==> src/rtl/wb_stage_pkg.sv <==
// Shared CPU package: datapath width, load-type and WB state encodings,
// and the latched instruction bundle held by the writeback stage.
package wb_stage_pkg;

  localparam int CPU_XLEN = 32;

  typedef enum logic [2:0] {
    LT_LB  = 3'd0,
    LT_LH  = 3'd1,
    LT_LW  = 3'd2,
    LT_LBU = 3'd4,
    LT_LHU = 3'd5
  } load_type_e;

  typedef enum logic [1:0] {
    ST_EMPTY = 2'd0,
    ST_WAIT  = 2'd1,
    ST_DONE  = 2'd2
  } wb_state_e;

  typedef struct packed {
    logic [CPU_XLEN-1:0] pc;
    logic [CPU_XLEN-1:0] inst;
    logic [4:0]          wreg_index;
    logic                wreg_en;
    logic [2:0]          load_type;
    logic [CPU_XLEN-1:0] data;
  } wb_latch_t;

endpackage

==> src/rtl/wb_stage_load_align.sv <==
// Load data extraction: picks byte/halfword/word from an aligned
// response word and sign- or zero-extends it.
module load_align
  import wb_stage_pkg::*;
(
  input  logic [CPU_XLEN-1:0] word,
  input  logic [1:0]          off,
  input  logic [2:0]          load_type,
  output logic [CPU_XLEN-1:0] data
);

  logic [7:0]  b;
  logic [15:0] h;
  logic        is_lb;
  logic        is_lh;
  logic        is_lbu;
  logic        is_lhu;

  assign b      = 8'(word >> {off, 3'b000});
  assign h      = off[1] ? word[31:16] : word[15:0];
  assign is_lb  = load_type == LT_LB;
  assign is_lh  = load_type == LT_LH;
  assign is_lbu = load_type == LT_LBU;
  assign is_lhu = load_type == LT_LHU;

  // LW and every undefined encoding return the full word
  always_comb begin
    data = word;
    unique case (1'b1)
      is_lb:   data = {{24{b[7]}}, b};
      is_lh:   data = {{16{h[15]}}, h};
      is_lbu:  data = {24'd0, b};
      is_lhu:  data = {16'd0, h};
      default: data = word;
    endcase
  end

endmodule

==> src/rtl/wb_stage.sv <==
// Writeback stage: retires instructions, waits for load responses,
// writes the register file and drives the forwarding entry.
module wb_stage
  import wb_stage_pkg::*;
#(
  parameter int          XLEN        = CPU_XLEN,
  parameter int unsigned RSP_TIMEOUT = 255
) (
  input  logic            clk,
  input  logic            reset,
  input  logic            left_valid,
  output logic            left_ready,
  input  logic [XLEN-1:0] in_pc,
  input  logic [XLEN-1:0] in_inst,
  input  logic [4:0]      in_wreg_index,
  input  logic            in_wreg_en,
  input  logic [XLEN-1:0] in_result,
  input  logic            in_is_load,
  input  logic [2:0]      in_load_type,
  input  logic            dmem_rsp_valid,
  input  logic [XLEN-1:0] dmem_rsp_data,
  output logic            rf_we,
  output logic [4:0]      rf_waddr,
  output logic [XLEN-1:0] rf_wdata,
  output logic            commit_valid,
  output logic [XLEN-1:0] commit_pc,
  output logic [XLEN-1:0] commit_inst,
  output logic            fwd_valid,
  output logic [4:0]      fwd_index,
  output logic [XLEN-1:0] fwd_data,
  output logic            rsp_err
);

  localparam int CW = $clog2(RSP_TIMEOUT + 1);

  wb_state_e       state;
  wb_state_e       state_nx;
  wb_latch_t       lat;
  logic [CW-1:0]   wait_cnt;
  logic            err;
  logic            accept;
  logic            timeout;
  logic            wr_ok;
  logic [XLEN-1:0] ld_data;

  assign left_ready = (state == ST_EMPTY) | (state == ST_DONE);
  assign accept     = left_valid & left_ready;
  // A response in the last allowed cycle still wins over the timeout
  assign timeout    = (state == ST_WAIT) & ~dmem_rsp_valid &
                      (wait_cnt == CW'(RSP_TIMEOUT - 1));

  load_align u_load_align (
    .word      (dmem_rsp_data),
    .off       (lat.data[1:0]),
    .load_type (lat.load_type),
    .data      (ld_data)
  );

  always_ff @(posedge clk) begin
    if (reset) state <= ST_EMPTY;
    else       state <= state_nx;
  end

  always_comb begin
    state_nx = state;
    unique case (state)
      ST_EMPTY,
      ST_DONE: begin
        if (accept) state_nx = in_is_load ? ST_WAIT : ST_DONE;
        else        state_nx = ST_EMPTY;
      end
      ST_WAIT: begin
        if (dmem_rsp_valid || timeout) state_nx = ST_DONE;
      end
      default: state_nx = ST_EMPTY;
    endcase
  end

  always_ff @(posedge clk) begin
    if (reset) begin
      lat      <= '0;
      wait_cnt <= '0;
      err      <= 1'b0;
    end else begin
      if (accept) begin
        lat.pc         <= in_pc;
        lat.inst       <= in_inst;
        lat.wreg_index <= in_wreg_index;
        lat.wreg_en    <= in_wreg_en;
        lat.load_type  <= in_load_type;
        lat.data       <= in_result;
      end else if (state == ST_WAIT) begin
        if (dmem_rsp_valid) lat.data <= ld_data;
        else if (timeout)   lat.data <= '0;
      end
      if (state == ST_WAIT) wait_cnt <= wait_cnt + 1'b1;
      else                  wait_cnt <= '0;
      if ((dmem_rsp_valid && state != ST_WAIT) || timeout) err <= 1'b1;
    end
  end

  assign wr_ok        = lat.wreg_en & (lat.wreg_index != 5'd0);
  assign commit_valid = state == ST_DONE;
  assign commit_pc    = lat.pc;
  assign commit_inst  = lat.inst;
  assign rf_we        = commit_valid & wr_ok;
  assign rf_waddr     = lat.wreg_index;
  assign rf_wdata     = lat.data;
  assign fwd_valid    = commit_valid & wr_ok;
  assign fwd_index    = lat.wreg_index;
  assign fwd_data     = lat.data;
  assign rsp_err      = err;

endmodule

==> config.mk <==
export PLATFORM = sky130hd
export DESIGN_NAME = wb_stage
export DESIGN_NICKNAME = d
export VERILOG_FILES = /design/src/rtl/wb_stage_pkg.sv /design/src/rtl/wb_stage_load_align.sv /design/src/rtl/wb_stage.sv
export SDC_FILE = /design/constraint.sdc
export NUM_CORES = 1
export LEC_CHECK = 0
export ABC_AREA = 0
export CORE_ASPECT_RATIO = 1.1
export CORE_MARGIN = 10
export CORE_UTILIZATION = 38
export CTS_BUF_LIST = sky130_fd_sc_hd__clkbuf_8
export DETAILED_ROUTE_END_ITERATION = 7
export PLACE_DENSITY = 0.74
export SYNTH_ARGS = -nofsm -noshare
export SYNTH_HDL_FRONTEND = slang
export SYNTH_SLANG_ARGS = --single-unit
export TNS_END_PERCENT = 50
==> constraint.sdc <==
create_clock -name clk -period 1.8 [get_ports clk]
set_clock_uncertainty 0.2 [all_clocks]
set_input_delay 0.18 -clock clk [delete_from_list [all_inputs] [get_ports clk]]
set_output_delay 0.18 -clock clk [all_outputs]
set_load 0.02 [all_outputs]
After elaboration in Yosys (flattened, before gate mapping):

Index checks and enable logic that the tools add are counted.

* input bits: 142
* output and inout port bits: 143
* bits in registers: 116
* word-level logic and storage cells: 48

* bitwise gates (word level): 8
* reductions and logical operators: 11
* shift-type cells: 1
* mux-type cells: 10
* equal/unequal tests: 8
* $add $sub $neg: 1

Operators by type and width (count)
* $mux 32: 4
* $pmux 32 s4: 1
* $shr 32x5->8: 1
* $mux 16: 1
* $add 8x1->8 const B: 1
* $eq 8x8->1 const B: 1
* $eq 3x3->1 const B: 2
* $mux 2: 3
* $and 1x1->1: 5
* $reduce_bool 5->1: 1
* $pmux 2 s2: 1
* $reduce_or 2->1: 2
* $eq 3x1->1 const B: 1
* $logic_not 3->1: 1
* $reduce_bool 3->1: 1
* $eq 2x1->1 const B: 1
* $eq 2x2->1 const B: 1
* $logic_not 2->1: 1
* $logic_or 1x1->1: 2
* $ne 2x1->1 const B: 1
* $ne 2x2->1 const B: 1
* $not 1->1: 2
* $reduce_and 2->1: 1
* $reduce_bool 2->1: 1
* 2 further kinds: 2

Logic depth before layout (Yosys ltp):

* word-level depth: 7
* gate-level depth with buffers: 8
* gate-level depth less buffers: 7

Hierarchy:

Synthesis repeated with hierarchy kept, for this count alone.

* cell total of the unflattened synthesis: 800
* area, all modules: 6565.0 sq um

By module, submodules not included
* wb_stage: seq. area each 2322.2 sq um, area an instance 5769.3 sq um, cells each 669, instances 1
* load_align: seq. area each 0.0 sq um, area an instance 795.8 sq um, cells each 131, instances 1

Worst setup path after synthesis:

OpenSTA, ideal clock, no wires.

* path type: reg-to-reg
* start point: register lat, in the netlist fwd_data[1]
* end point: register lat, in the netlist fwd_data[21]
* setup slack: -0.181 ns
* path buffers: 2
* arrival: 1.660 ns
* clock period less this slack: 1.981 ns
* data required time: 1.478 ns
* library setup time: 0.122 ns
* cell stages (with the launch flop): 8
* path through: dfxtp_1 -> mux2_4 -> a221oi_2 -> or3_1 -> buf_4 -> buf_6 -> a21oi_2 -> a221o_1

* word-level cells in the longest chain between the ends: 5
* elaborated cells between the ends (all ways): 6
* those cells by class: 1 x shift; 5 x mux

RTL lines
* start: declaration: RTL line wb_stage.sv:38 `wb_latch_t lat;`
* $shr 32x5->8 / $mux 16 (equally long branches): RTL line wb_stage_load_align.sv:19, wb_stage_load_align.sv:20
* $pmux 32 s4 (*): RTL line wb_stage_load_align.sv:29 `unique case (1'b1)`
* $mux 32 (*): RTL line wb_stage.sv:93 `if (dmem_rsp_valid) lat.data <= ld_data;`
* $mux 32 (*): RTL line wb_stage.sv:92 `end else if (state == ST_WAIT) begin`
* $mux 32 (*): RTL line wb_stage.sv:85 `if (accept) begin`

Every way passes the cells marked *; elsewhere a longest branch is shown, timed or not. The select of a mux whose other input is x is not followed.
A chain may end at the register's enable or synchronous reset.

Worst setup path after layout:

* start point: register lat, in the netlist fwd_data[1]
* end point: register lat, in the netlist fwd_data[24]

Same word-level chain as after synthesis.

==> results.md <==
- Synth Instances: 747
- Drt pass-1 iters: 5
- Initial antenna violation count: 0
- Netlist cell types: 44
- Rows: 48
- Via count: 5553
- Overall Power: 7190 µW
- Die Wd: 139.5 µm
- Startpoint Class: register
- Core Region: 0.01555 mm²
- # DRC: 0
- Non-filler cells, final: 1150
- Setup Viol. Count Final: 30
- GRT overflow: 0
- Top_reg_cell synth: dfxtp_1
- Async SR Flop Fraction: 0%
- Clock Path Buffers: 2
- # H-tree levels: 4
- Vias in the first global route: 5595
- Worst skew pair latency: 0.43 ns
- Failing checks: negative setup slack
- Gr usage total: 18.02%
- Worst path cell trace: mux2_4 -> a221oi_4 -> or3_4 -> clkbuf_16 -> a21oi_2 -> a221o_1
- GPL Wtd Cong: 0.8251
- Mapped Nets: 891
- Sequential share of the synthesized area: 38.89%
- Clock Pin Slew Worst Setup and Hold Paths: 0.08 ns
- Synth Register Bits: 116
- RSZ-0062 raised after global routing: true
- Synth Area per Inst: 7.995 µm²
- Post-synth top cells: nand2_1 (170), buf_4 (140), dfxtp_1 (116)
- Clk sink count: 116
- Final Hold Fails: 0
- Most common cell in the netlist: nand2_1
- Kind of cell adding the most delay to the critical path: compound AO/OA/AOI/OAI gates
- I/O pin count: 285
- Synth area leader: dfxtp_1
- Initial Util: 38.39%
- Req. time, crit path: 1.93 ns
- HPWL Detailed: 15360 µm
- CTS tree: yes
- Ranking of synthesized cells by area: dfxtp_1 (39%), buf_4 (18%), nand2_1 (11%)
- Max frequency: 0.5065 GHz
- Pleak: 0.004315 µW
- Top cell type's share of synthesized area: 38.89%
- Outcome: finished with violations
- Clk root buf: clkbuf_8
- Port-buffer cells: 284
- Final count of pins violating max slew: 0
- CP peak stage delay: 0.38 ns
- Slowest CP cell: dfxtp_4
- Largest fanout on the critical path: 7
- Vias/cell: 4.829
- Setup TNS: -3.134 ns
- Cell Area, Synth: 0.005972 mm²
- First-pass GRT wire length: 30360 µm
- Post-synth EDFFs: 0
- Register-to-Register Path Depth: 6
- Worst Setup End Kind: register
- Synth warnings: 0
- Design Area, Final: 0.009056 mm²
- Buf+Inv Stages, Crit Path: 1
- P&R area growth vs syn: 51.64%
- Worst Slack Setup Final: -0.1744 ns
- Period utilization: 109.7%
- Final ANT Viol Nets: 0
- Slew headroom: 58.29%
- Die height: 151.5 µm
- Worst hold-check path type: input pin to register
- DP Area: 0.008387 mm²
- WP data arrival: 2.10 ns
- Number of clock buffers inserted by TritonCTS: 17
- Crit. path cell count: 6
- Fin crit period: 1.974 ns
- VDD IR max: 0.4667 mV
- Layout cells sized above 1: 17.91%
- Avg WL per Cell: 17.71 µm
- Slew @ Worst Pin: 0.6257 ns
- Min-Delay Path Depth: 3
- DRT iter0 DRCs: 284
- Full die area: 0.02114 mm²
- Placed Cells: 1107
- Routed WL: 20370 µm
- Critical path class: register to register
- Final nets: 1080
- Largest net degree at the start of global routing: 57
- Power per cell area: 793.9 mW/mm²
- Maximum Capacitance Violations: 0
==> worst register-to-register path: cells and delay by family, from the launching register on <==
kind / cells / cell delay, ns
buffers and inverters: 1 / 0.16
AND/OR/NAND/NOR: 1 / 0.21
flip-flops: 1 / 0.38
AO/OA/AOI/OAI: 3 / 0.59
multiplexers: 1 / 0.33
==> sequential cells by signal, summed over array words and instances, names as in the netlist <==
signal,cells
commit_inst,32
lat,4
rsp_err,1
wait_cnt,8
fwd_index,5
fwd_data,32
commit_pc,32
state,2
==> metal layers <==
layer | vias to the layer above | share of wire [%] | GRT usage (%)
met2 | 235 | 49 | 30.62
met4 | 0 | 1.7 | 6.095
met3 | 23 | 10 | 8.261
li1 | 2738 | - | -
met1 | 2557 | 39 | 19.64
met5 | - | 0 | 0
==> kinds of logic (layout without fill, tap and decap cells) <==
kind of cell | after synthesis | in the layout | share of synthesized area, %
and+or+nand+nor | 234 | 234 | 16.15
buffers and inverters | 210 | 412 | 22.35
AOI/OAI and AO/OA | 165 | 165 | 18.60
DFF | 116 | 116 | 38.89
muxes | 16 | 16 | 2.996
xor gates and xnor gates | 4 | 4 | 0.5867
adders and majority gates | 2 | 2 | 0.4190
other | 0 | 1 | 0
==> power by group <==
part / switching [µW] / internal (µW) / leakage (µW)
Combinational: 912 / 891 / 0.00316
Sequential: 116 / 2730 / 0.000957
Clock: 1160 / 1380 / 0.000195
Total: 2190 / 5000 / 0.00431
==> worst paths after layout <==
path	from	to	slack (ns)
setup / recovery	fwd_data[1]$_SDFFE_PP0P_	fwd_data[24]$_SDFFE_PP0P_	-0.17
hold / removal	in_pc[11]	commit_pc[11]$_SDFFE_PP0P_	0.08
setup reg to reg	fwd_data[1]$_SDFFE_PP0P_	fwd_data[24]$_SDFFE_PP0P_	-0.17
hold reg to reg	commit_pc[31]$_SDFFE_PP0P_	commit_pc[31]$_SDFFE_PP0P_	0.25
==> layout by cell type (no fill, tap or decap), types with 4 or more instances in the layout <==
master | netlist | final
a211oi_1 | 8 | 6
a21oi_1 | 89 | 87
a21oi_2 | 10 | 12
a221o_1 | 15 | 15
a221oi_1 | 7 | 4
a221oi_2 | 2 | 4
a22oi_2 | 0 | 5
a311oi_2 | 1 | 5
buf_12 | 0 | 7
buf_4 | 140 | 57
buf_6 | 1 | 6
clkbuf_8 | 0 | 17
clkdlybuf4s50_1 | 0 | 140
clkinvlp_4 | 0 | 5
dfxtp_1 | 116 | 111
dfxtp_2 | 0 | 4
dlygate4sd2_1 | 0 | 118
dlymetal6s2s_1 | 0 | 22
inv_1 | 24 | 23
mux2_2 | 7 | 7
mux2i_1 | 7 | 7
nand2_1 | 170 | 170
nand2b_1 | 6 | 5
nand3_1 | 5 | 4
nor2_1 | 27 | 20
nor2_2 | 0 | 4
nor3_1 | 10 | 9
o211ai_1 | 8 | 8
==> cell type report <==
cell class | count | area [µm²]
tap | 200 | 250.2
clock inverter | 15 | 181.4
fill | 1418 | 6499
timing repair buffer | 356 | 3457
multi-input combinational | 421 | 2510
inverter | 24 | 90.09
antenna | 1 | 2.502
sequential | 116 | 2331
clock buffer | 17 | 234.0
==> per-stage QoR <==
step	utilization (%)	hold WS (ns)	worst slack, ns
after floorplan	-	0.1085	-0.1010
after global placement	53.92	0.2192	-0.3656
after detailed placement	53.92	0.2217	-0.3812
after CTS	55.98	0.05006	-0.1495
after global routing	58.20	0.05509	-0.2229
final	58.22	0.08016	-0.1744
==> what timing repair did <==
action / in CTS / in global routing
setup buffers: 0 / 6
cloned: 0 / 3
resized for setup: 139 / 62
endpoints found under the setup margin: 147 / 56
endpoints found under the hold margin: 2 / 0
hold buffers: 1 / 0
pin swaps: 2 / 12
Note: power is estimated with default switching activity, not from simulation.
